--- src/rtl/fetch_decode_fsm_pkg.sv ---
// Shared constants for the fetch/decode controller and its sub-FSMs.
// Contents: 4-bit opcodes, 7-bit one-hot sub-FSM select codes, and the
// controller state encoding.
package fetch_decode_fsm_pkg;

  // Opcodes. The range 0x1..0x6 is the two-operand ALU group.
  localparam logic [3:0] OP_ALU2_FIRST = 4'h1;
  localparam logic [3:0] OP_ALU2_LAST  = 4'h6;
  localparam logic [3:0] OP_NOT        = 4'h7;
  localparam logic [3:0] OP_ALU1_A     = 4'h8;
  localparam logic [3:0] OP_ALU1_B     = 4'h9;
  localparam logic [3:0] OP_MOVE       = 4'hA;
  localparam logic [3:0] OP_MOVI       = 4'hB;
  localparam logic [3:0] OP_LOAD       = 4'hC;
  localparam logic [3:0] OP_STORE      = 4'hD;

  // One-hot sub-FSM select codes; resVec uses the same bit order.
  localparam logic [6:0] NF_BLANK   = 7'b0000000;
  localparam logic [6:0] NF_ALUPAR2 = 7'b0000001;
  localparam logic [6:0] NF_ALUPAR1 = 7'b0000010;
  localparam logic [6:0] NF_ALUNOT  = 7'b0000100;
  localparam logic [6:0] NF_MOVE    = 7'b0001000;
  localparam logic [6:0] NF_MOVI    = 7'b0010000;
  localparam logic [6:0] NF_LOAD    = 7'b0100000;
  localparam logic [6:0] NF_STORE   = 7'b1000000;
  localparam logic [6:0] NF_ERROR   = 7'b1111111;

  typedef enum logic [2:0] {
    S_FETCH_REQ  = 3'd0,
    S_FETCH_WAIT = 3'd1,
    S_DECODE     = 3'd2,
    S_DISPATCH   = 3'd3,
    S_EXEC_WAIT  = 3'd4,
    S_ERROR      = 3'd5
  } state_e;

endpackage

--- src/rtl/fetch_decode_fsm_if.sv ---
// Memory/sub-FSM bundle of the fetch/decode controller.
//   mfc, memData   : memory completion and returned instruction word
//   resVec         : done pulses from the sub-FSMs (one-hot order)
//   memRead/memAddr: instruction read request and address (= PC)
//   nextFSM        : one-hot sub-FSM select
//   para1/para2    : operand fields of the current instruction
//   err            : sticky error flag
// master = controller side, slave = memory/sub-FSM side.
interface fetch_decode_fsm_if #(
  parameter int unsigned PC_W = 8
);
  logic            mfc;
  logic [15:0]     memData;
  logic [6:0]      resVec;
  logic            memRead;
  logic [PC_W-1:0] memAddr;
  logic [6:0]      nextFSM;
  logic [5:0]      para1;
  logic [5:0]      para2;
  logic            err;

  modport master (
    input  mfc, memData, resVec,
    output memRead, memAddr, nextFSM, para1, para2, err
  );

  modport slave (
    output mfc, memData, resVec,
    input  memRead, memAddr, nextFSM, para1, para2, err
  );
endinterface

--- src/rtl/fetch_decode_fsm_op_decode.sv ---
// Combinational opcode decoder: 4-bit opcode to 7-bit one-hot sub-FSM code.
//   op_i   : opcode field of the instruction register
//   code_o : one-hot select, NF_ERROR for illegal opcodes (0x0, 0xE, 0xF)
module op_decode
  import fetch_decode_fsm_pkg::*;
(
  input  logic [3:0] op_i,
  output logic [6:0] code_o
);

  always_comb begin
    code_o = NF_ERROR;
    if (op_i inside {[OP_ALU2_FIRST:OP_ALU2_LAST]}) begin
      code_o = NF_ALUPAR2;
    end else begin
      case (op_i)
        OP_NOT:               code_o = NF_ALUNOT;
        OP_ALU1_A, OP_ALU1_B: code_o = NF_ALUPAR1;
        OP_MOVE:              code_o = NF_MOVE;
        OP_MOVI:              code_o = NF_MOVI;
        OP_LOAD:              code_o = NF_LOAD;
        OP_STORE:             code_o = NF_STORE;
        default:              code_o = NF_ERROR;
      endcase
    end
  end

endmodule

--- src/rtl/fetch_decode_fsm.sv ---
// Instruction fetch/decode/dispatch controller.
//   clk : rising-edge clock
//   rst : synchronous active-high reset
//   bus : master side of fetch_decode_fsm_if (memory read, sub-FSM select,
//         operand fields, done pulses, sticky error)
// One instruction at a time: fetch, decode, dispatch a one-hot select for
// one cycle, then wait for the matching done bit or a timeout.
module fetch_decode_fsm
  import fetch_decode_fsm_pkg::*;
#(
  parameter int unsigned PC_W    = 8,
  parameter logic [7:0]  TIMEOUT = 8'd200
) (
  input  logic               clk,
  input  logic               rst,
  fetch_decode_fsm_if.master bus
);

  state_e          state_q, state_d;
  logic [PC_W-1:0] pc_q, pc_d;
  logic [15:0]     ir_q, ir_d;
  logic [7:0]      cnt_q, cnt_d;
  logic            memread_q, memread_d;
  logic [6:0]      nextfsm_q, nextfsm_d;
  logic [6:0]      code_q, code_d;
  logic [5:0]      para1_q, para1_d;
  logic [5:0]      para2_q, para2_d;
  logic            err_q, err_d;
  logic [6:0]      dec_code;
  logic [7:0]      cnt_inc;

  op_decode u_op_decode (
    .op_i   (ir_q[15:12]),
    .code_o (dec_code)
  );

  always_comb begin
    state_d   = state_q;
    pc_d      = pc_q;
    ir_d      = ir_q;
    cnt_d     = cnt_q;
    memread_d = memread_q;
    nextfsm_d = NF_BLANK;
    code_d    = code_q;
    para1_d   = para1_q;
    para2_d   = para2_q;
    err_d     = err_q;
    cnt_inc   = cnt_q + 8'd1;

    unique case (state_q)
      S_FETCH_REQ: begin
        memread_d = 1'b1;
        state_d   = S_FETCH_WAIT;
      end
      S_FETCH_WAIT: begin
        if (bus.mfc) begin
          ir_d      = bus.memData;
          memread_d = 1'b0;
          state_d   = S_DECODE;
        end
      end
      S_DECODE: begin
        para1_d = ir_q[11:6];
        para2_d = ir_q[5:0];
        code_d  = dec_code;
        if (dec_code == NF_ERROR) begin
          nextfsm_d = NF_ERROR;
          err_d     = 1'b1;
          state_d   = S_ERROR;
        end else begin
          state_d = S_DISPATCH;
        end
      end
      S_DISPATCH: begin
        // resVec is not looked at here: a sub-FSM cannot finish in 0 cycles.
        nextfsm_d = code_q;
        cnt_d     = '0;
        state_d   = S_EXEC_WAIT;
      end
      S_EXEC_WAIT: begin
        if ((bus.resVec & code_q) != '0) begin
          pc_d    = pc_q + PC_W'(1);
          state_d = S_FETCH_REQ;
        end else if (cnt_inc == TIMEOUT) begin
          nextfsm_d = NF_ERROR;
          err_d     = 1'b1;
          state_d   = S_ERROR;
        end else begin
          cnt_d = cnt_inc;
        end
      end
      S_ERROR: begin
        nextfsm_d = NF_ERROR;
        err_d     = 1'b1;
        memread_d = 1'b0;
      end
      default: state_d = S_FETCH_REQ;
    endcase
  end

  always_ff @(posedge clk) begin
    if (rst) begin
      state_q   <= S_FETCH_REQ;
      pc_q      <= '0;
      ir_q      <= '0;
      cnt_q     <= '0;
      memread_q <= 1'b0;
      nextfsm_q <= NF_BLANK;
      code_q    <= NF_BLANK;
      para1_q   <= '0;
      para2_q   <= '0;
      err_q     <= 1'b0;
    end else begin
      state_q   <= state_d;
      pc_q      <= pc_d;
      ir_q      <= ir_d;
      cnt_q     <= cnt_d;
      memread_q <= memread_d;
      nextfsm_q <= nextfsm_d;
      code_q    <= code_d;
      para1_q   <= para1_d;
      para2_q   <= para2_d;
      err_q     <= err_d;
    end
  end

  // The PC register doubles as the read address.
  assign bus.memAddr = pc_q;
  assign bus.memRead = memread_q;
  assign bus.nextFSM = nextfsm_q;
  assign bus.para1   = para1_q;
  assign bus.para2   = para2_q;
  assign bus.err     = err_q;

endmodule

--- src/flat_wrapper.sv ---
// flat-port wrapper written by rule: the top's interface ports become plain ports
module fetch_decode_fsm_flat import fetch_decode_fsm_pkg::*;
#(
  parameter int unsigned PC_W    = 8,
  parameter logic [7:0]  TIMEOUT = 8'd200
)
  (clk, rst, bus_mfc, bus_memData, bus_resVec, bus_memRead, bus_memAddr, bus_nextFSM, bus_para1, bus_para2, bus_err);
  fetch_decode_fsm_if #(.PC_W(PC_W)) bus_i ();
  input  logic clk;
  input  logic rst;
  input wire logic [$bits(bus_i.mfc)-1:0] bus_mfc;
  input wire logic [$bits(bus_i.memData)-1:0] bus_memData;
  input wire logic [$bits(bus_i.resVec)-1:0] bus_resVec;
  output wire logic [$bits(bus_i.memRead)-1:0] bus_memRead;
  output wire logic [$bits(bus_i.memAddr)-1:0] bus_memAddr;
  output wire logic [$bits(bus_i.nextFSM)-1:0] bus_nextFSM;
  output wire logic [$bits(bus_i.para1)-1:0] bus_para1;
  output wire logic [$bits(bus_i.para2)-1:0] bus_para2;
  output wire logic [$bits(bus_i.err)-1:0] bus_err;
  assign bus_i.mfc = bus_mfc;
  assign bus_i.memData = bus_memData;
  assign bus_i.resVec = bus_resVec;
  assign bus_memRead = bus_i.memRead;
  assign bus_memAddr = bus_i.memAddr;
  assign bus_nextFSM = bus_i.nextFSM;
  assign bus_para1 = bus_i.para1;
  assign bus_para2 = bus_i.para2;
  assign bus_err = bus_i.err;
  fetch_decode_fsm #(.PC_W(PC_W), .TIMEOUT(TIMEOUT)) u_core (.clk(clk), .rst(rst), .bus(bus_i));
endmodule
--- config.mk ---
export PLATFORM = sky130hd
export DESIGN_NAME = fetch_decode_fsm_flat
export DESIGN_NICKNAME = d
export VERILOG_FILES = /design/src/rtl/fetch_decode_fsm_pkg.sv /design/src/rtl/fetch_decode_fsm_if.sv /design/src/rtl/fetch_decode_fsm_op_decode.sv /design/src/rtl/fetch_decode_fsm.sv /design/src/flat_wrapper.sv
export SDC_FILE = /design/constraint.sdc
export NUM_CORES = 1
export LEC_CHECK = 0
export BUFFER_PORTS_ARGS = -buffer_cell sky130_fd_sc_hd__buf_2
export CORE_MARGIN = 10
export CORE_UTILIZATION = 31
export DETAILED_ROUTE_END_ITERATION = 10
export GPL_ROUTABILITY_DRIVEN = 0
export PLACE_DENSITY = 0.6
export SYNTH_ARGS = -nofsm -noshare
export SYNTH_HDL_FRONTEND = slang
export SYNTH_HIERARCHICAL = 1
export SYNTH_SLANG_ARGS = --single-unit
--- constraint.sdc ---
create_clock -name clk -period 2 [get_ports clk]
set_clock_uncertainty 0.1 [all_clocks]
set_input_delay 0.3 -clock clk [delete_from_list [all_inputs] [get_ports clk]]
set_output_delay 0.3 -clock clk [all_outputs]
set_load 0.01 [all_outputs]
==> results.ini <==
[yosys]
muxShareOfSynthArea_pct=1.92
synth.net_count=375
avgSynthCellArea_um2=8.08
synthFlopType=dfxtp_1
yosys.area_share.xor_xnor_pct=1.56
ys_seq_area_share_pct=45.0
yosys_warnings=6
synth_top_family_by_area=simple AND/OR/NAND/NOR gates
ys_ff_latch=63
synth_edf_count=0
ys_types=53
yosys.area_share.adder_pct=0.892
synth_compound_area_share_pct=17.5
synthSimpleGateAreaFrac_pct=28.9
synth_area_mm2=0.00280
synthArstFlopShare_pct=0
syn_inst=347

[global_routing]
grt_usage_pct=11.1
grt_pass1_wl_mm=12.2
overflow=0
grt_max_degree=27
grt_antenna_before_repair=0
grt_pass1_vias=2641

[floorplan]
die_w_um=115
dieHeight_um=115
die_area_mm2=0.0132
fp-row-count=34
io_pins=55
placeableCoreArea_mm2=0.00876
initial_core_util_pct=32.0

[sta]
tightest_slew_ns=0.441
finalCritPeriodShare_pct=98.9
hold_viol=0
rsz0062_at_grt=true
finalSetupViolCount=0
slew_violations=0
timing.fmax_mhz=506
relSlewSlack_pct=70.6
final.setup.worst_slack_ns=0.0224
fin_crit_ns=1.98
setup_tns_ns=0

[clocking]
clockRootBuffer=clkbuf_8
clk_pin_slew_worst_paths_ns=0.07
htree_levels=3
cts_buffers=9
cts-hold-fix-buffers=0
cts_tree=built
clock-sinks=63
clkLatencyLatePin_ns=0.33
clockBufferDepth=2

[detailed_routing]
first_pass_iters=4
post_drt_wl_per_cell_um=13.8
wl_mm=7.32
ant_nets=0
viasPerCell=5.06
vias=2675
drt_iter0_drc=95
drc=0

[layout]
fin_area_mm2=0.00358
final_net_count=444
final_common_cell=nand2_1
nFillCells=922
area_growth_pct=27.8
final_util_pct=40.9
drive_above_1_share_pct=28.3
layout_common_cells=nand2_1, dfxtp_1, buf_2
antenna_cells=0
multiInputGateArea_mm2=0.00149
final-seq-area_mm2=0.00126

[worst_hold_path]
whs_path_depth=3
holdCritPathClass=primary input to flip-flop

[placed_design]
post_dp_cell_area_mm2=0.00326
dp_hpwl_mm=5.24
portBuffers=54
place_ws_ns=-0.0296

[critical_path]
r2r_slack_ns=0.02
worstPathMaxFanout=8
cp-start-kind=flip-flop
worst-r2r-cell-count=6
worst_setup_path_end_kind=flip-flop
critical_path_required_ns=2.17
cp.arrival_ns=2.14
crit_type=flip-flop to flip-flop

[job]
drv_cap=0

[status]
status=complete, no violations

[pwr]
powerDensity_mw_per_mm2=807
ir_drop_uv=549
power.leakage_nw=1.37

## cell usage after synthesis (3+ instances only)
cell type / count / area, um^2
a21oi_1: 52 / 260
and2_1: 3 / 18.8
buf_2: 4 / 20.0
clkbuf_1: 13 / 48.8
dfxtp_1: 63 / 1260
inv_1: 4 / 15.0
nand2_1: 89 / 334
nand2b_1: 4 / 25.0
nand3_1: 12 / 60.1
nand3b_1: 5 / 37.5
nand4_1: 8 / 50.1
nor2_1: 10 / 37.5
nor2b_1: 8 / 50.1
nor3_1: 4 / 20.0
nor3b_1: 3 / 22.5
o2111ai_1: 3 / 26.3
o21ai_0: 5 / 25.0
o31ai_1: 3 / 22.5
or4_1: 6 / 45.0
xnor2_1: 4 / 35.0
## layout make-up
type / count / share of cell area (%)
timing repair buffer: 78 / 12.6
tap: 108 / 3.77
multi-input combinational: 260 / 41.7
clock buffer: 11 / 3.95
inverter: 4 / 0.419
sequential: 63 / 35.3
clock inverter: 5 / 2.27
## worst paths after layout
check | start | end
hold / removal | bus_memData[12] | u_core/ir_q[12]$_SDFFE_PP0P_
hold reg to reg | u_core/ir_q[4]$_SDFFE_PP0P_ | u_core/bus.para2[4]$_SDFFE_PP0P_
setup / recovery | u_core/ir_q[15]$_SDFFE_PP0P_ | u_core/bus.nextFSM[2]$_SDFF_PP0_
setup reg to reg | u_core/ir_q[15]$_SDFFE_PP0P_ | u_core/bus.nextFSM[2]$_SDFF_PP0_
## per-layer routing
layer	share of wire [%]	vias to the layer above	global-route usage [%]
met5	0	-	0
met4	1.8	0	4.29
met3	6.9	10	4.58
met2	49	73	18.4
met1	43	1235	12.5
li1	-	1357	-
## flip-flops by register name (all words and copies together), names as in the netlist
| register | flops |
|---|---|
| u_core/bus.err | 1 |
| u_core/bus.memAddr | 8 |
| u_core/bus.memRead | 1 |
| u_core/bus.nextFSM | 7 |
| u_core/bus.para1 | 6 |
| u_core/bus.para2 | 6 |
| u_core/cnt_q | 8 |
| u_core/code_q | 7 |
| u_core/ir_q | 16 |
| u_core/state_q | 3 |
## per-stage QoR
stage	power (mW)	instances	hold WS, ns
detailed placement	1.66	509	0.346
global route	3.04	529	0.0817
floorplan	1.55	347	0.332
global placement	1.66	509	0.336
CTS	2.91	525	0.0817
finish	2.89	529	0.0928
## power breakdown
part / internal [mW] / switching, mW / total, mW
combinational: 0.140 / 0.198 / 0.338
clock: 0.736 / 0.493 / 1.23
sequential: 1.30 / 0.0276 / 1.32
## worst max-delay path: stages, from the launching register on
cell and delay, ns:
dfxtp_1 0.31, or4_4 0.59, o21ai_2 0.10, nand4_1 0.21, o31ai_4 0.35, a31oi_4 0.10
a21oi_1 0.16
## repair_timing
| action | in CTS | in global routing |
|---|---|---|
| setup buffers | 0 | 3 |
| pin swaps | 1 | 7 |
| endpoints found under the setup margin | 8 | 13 |
| gates cloned | 0 | 1 |
| gates resized for setup | 2 | 18 |
## kinds of logic after synthesis
kind of cell / after synthesis
AOI/OAI and AO/OA: 83
adders and majority gates: 2
buffers and inverters: 24
DFF: 63
xor gates and xnor gates: 5
and+or+nand+nor: 165
muxes: 5
No activity file was read; power rests on OpenSTA's default activity.
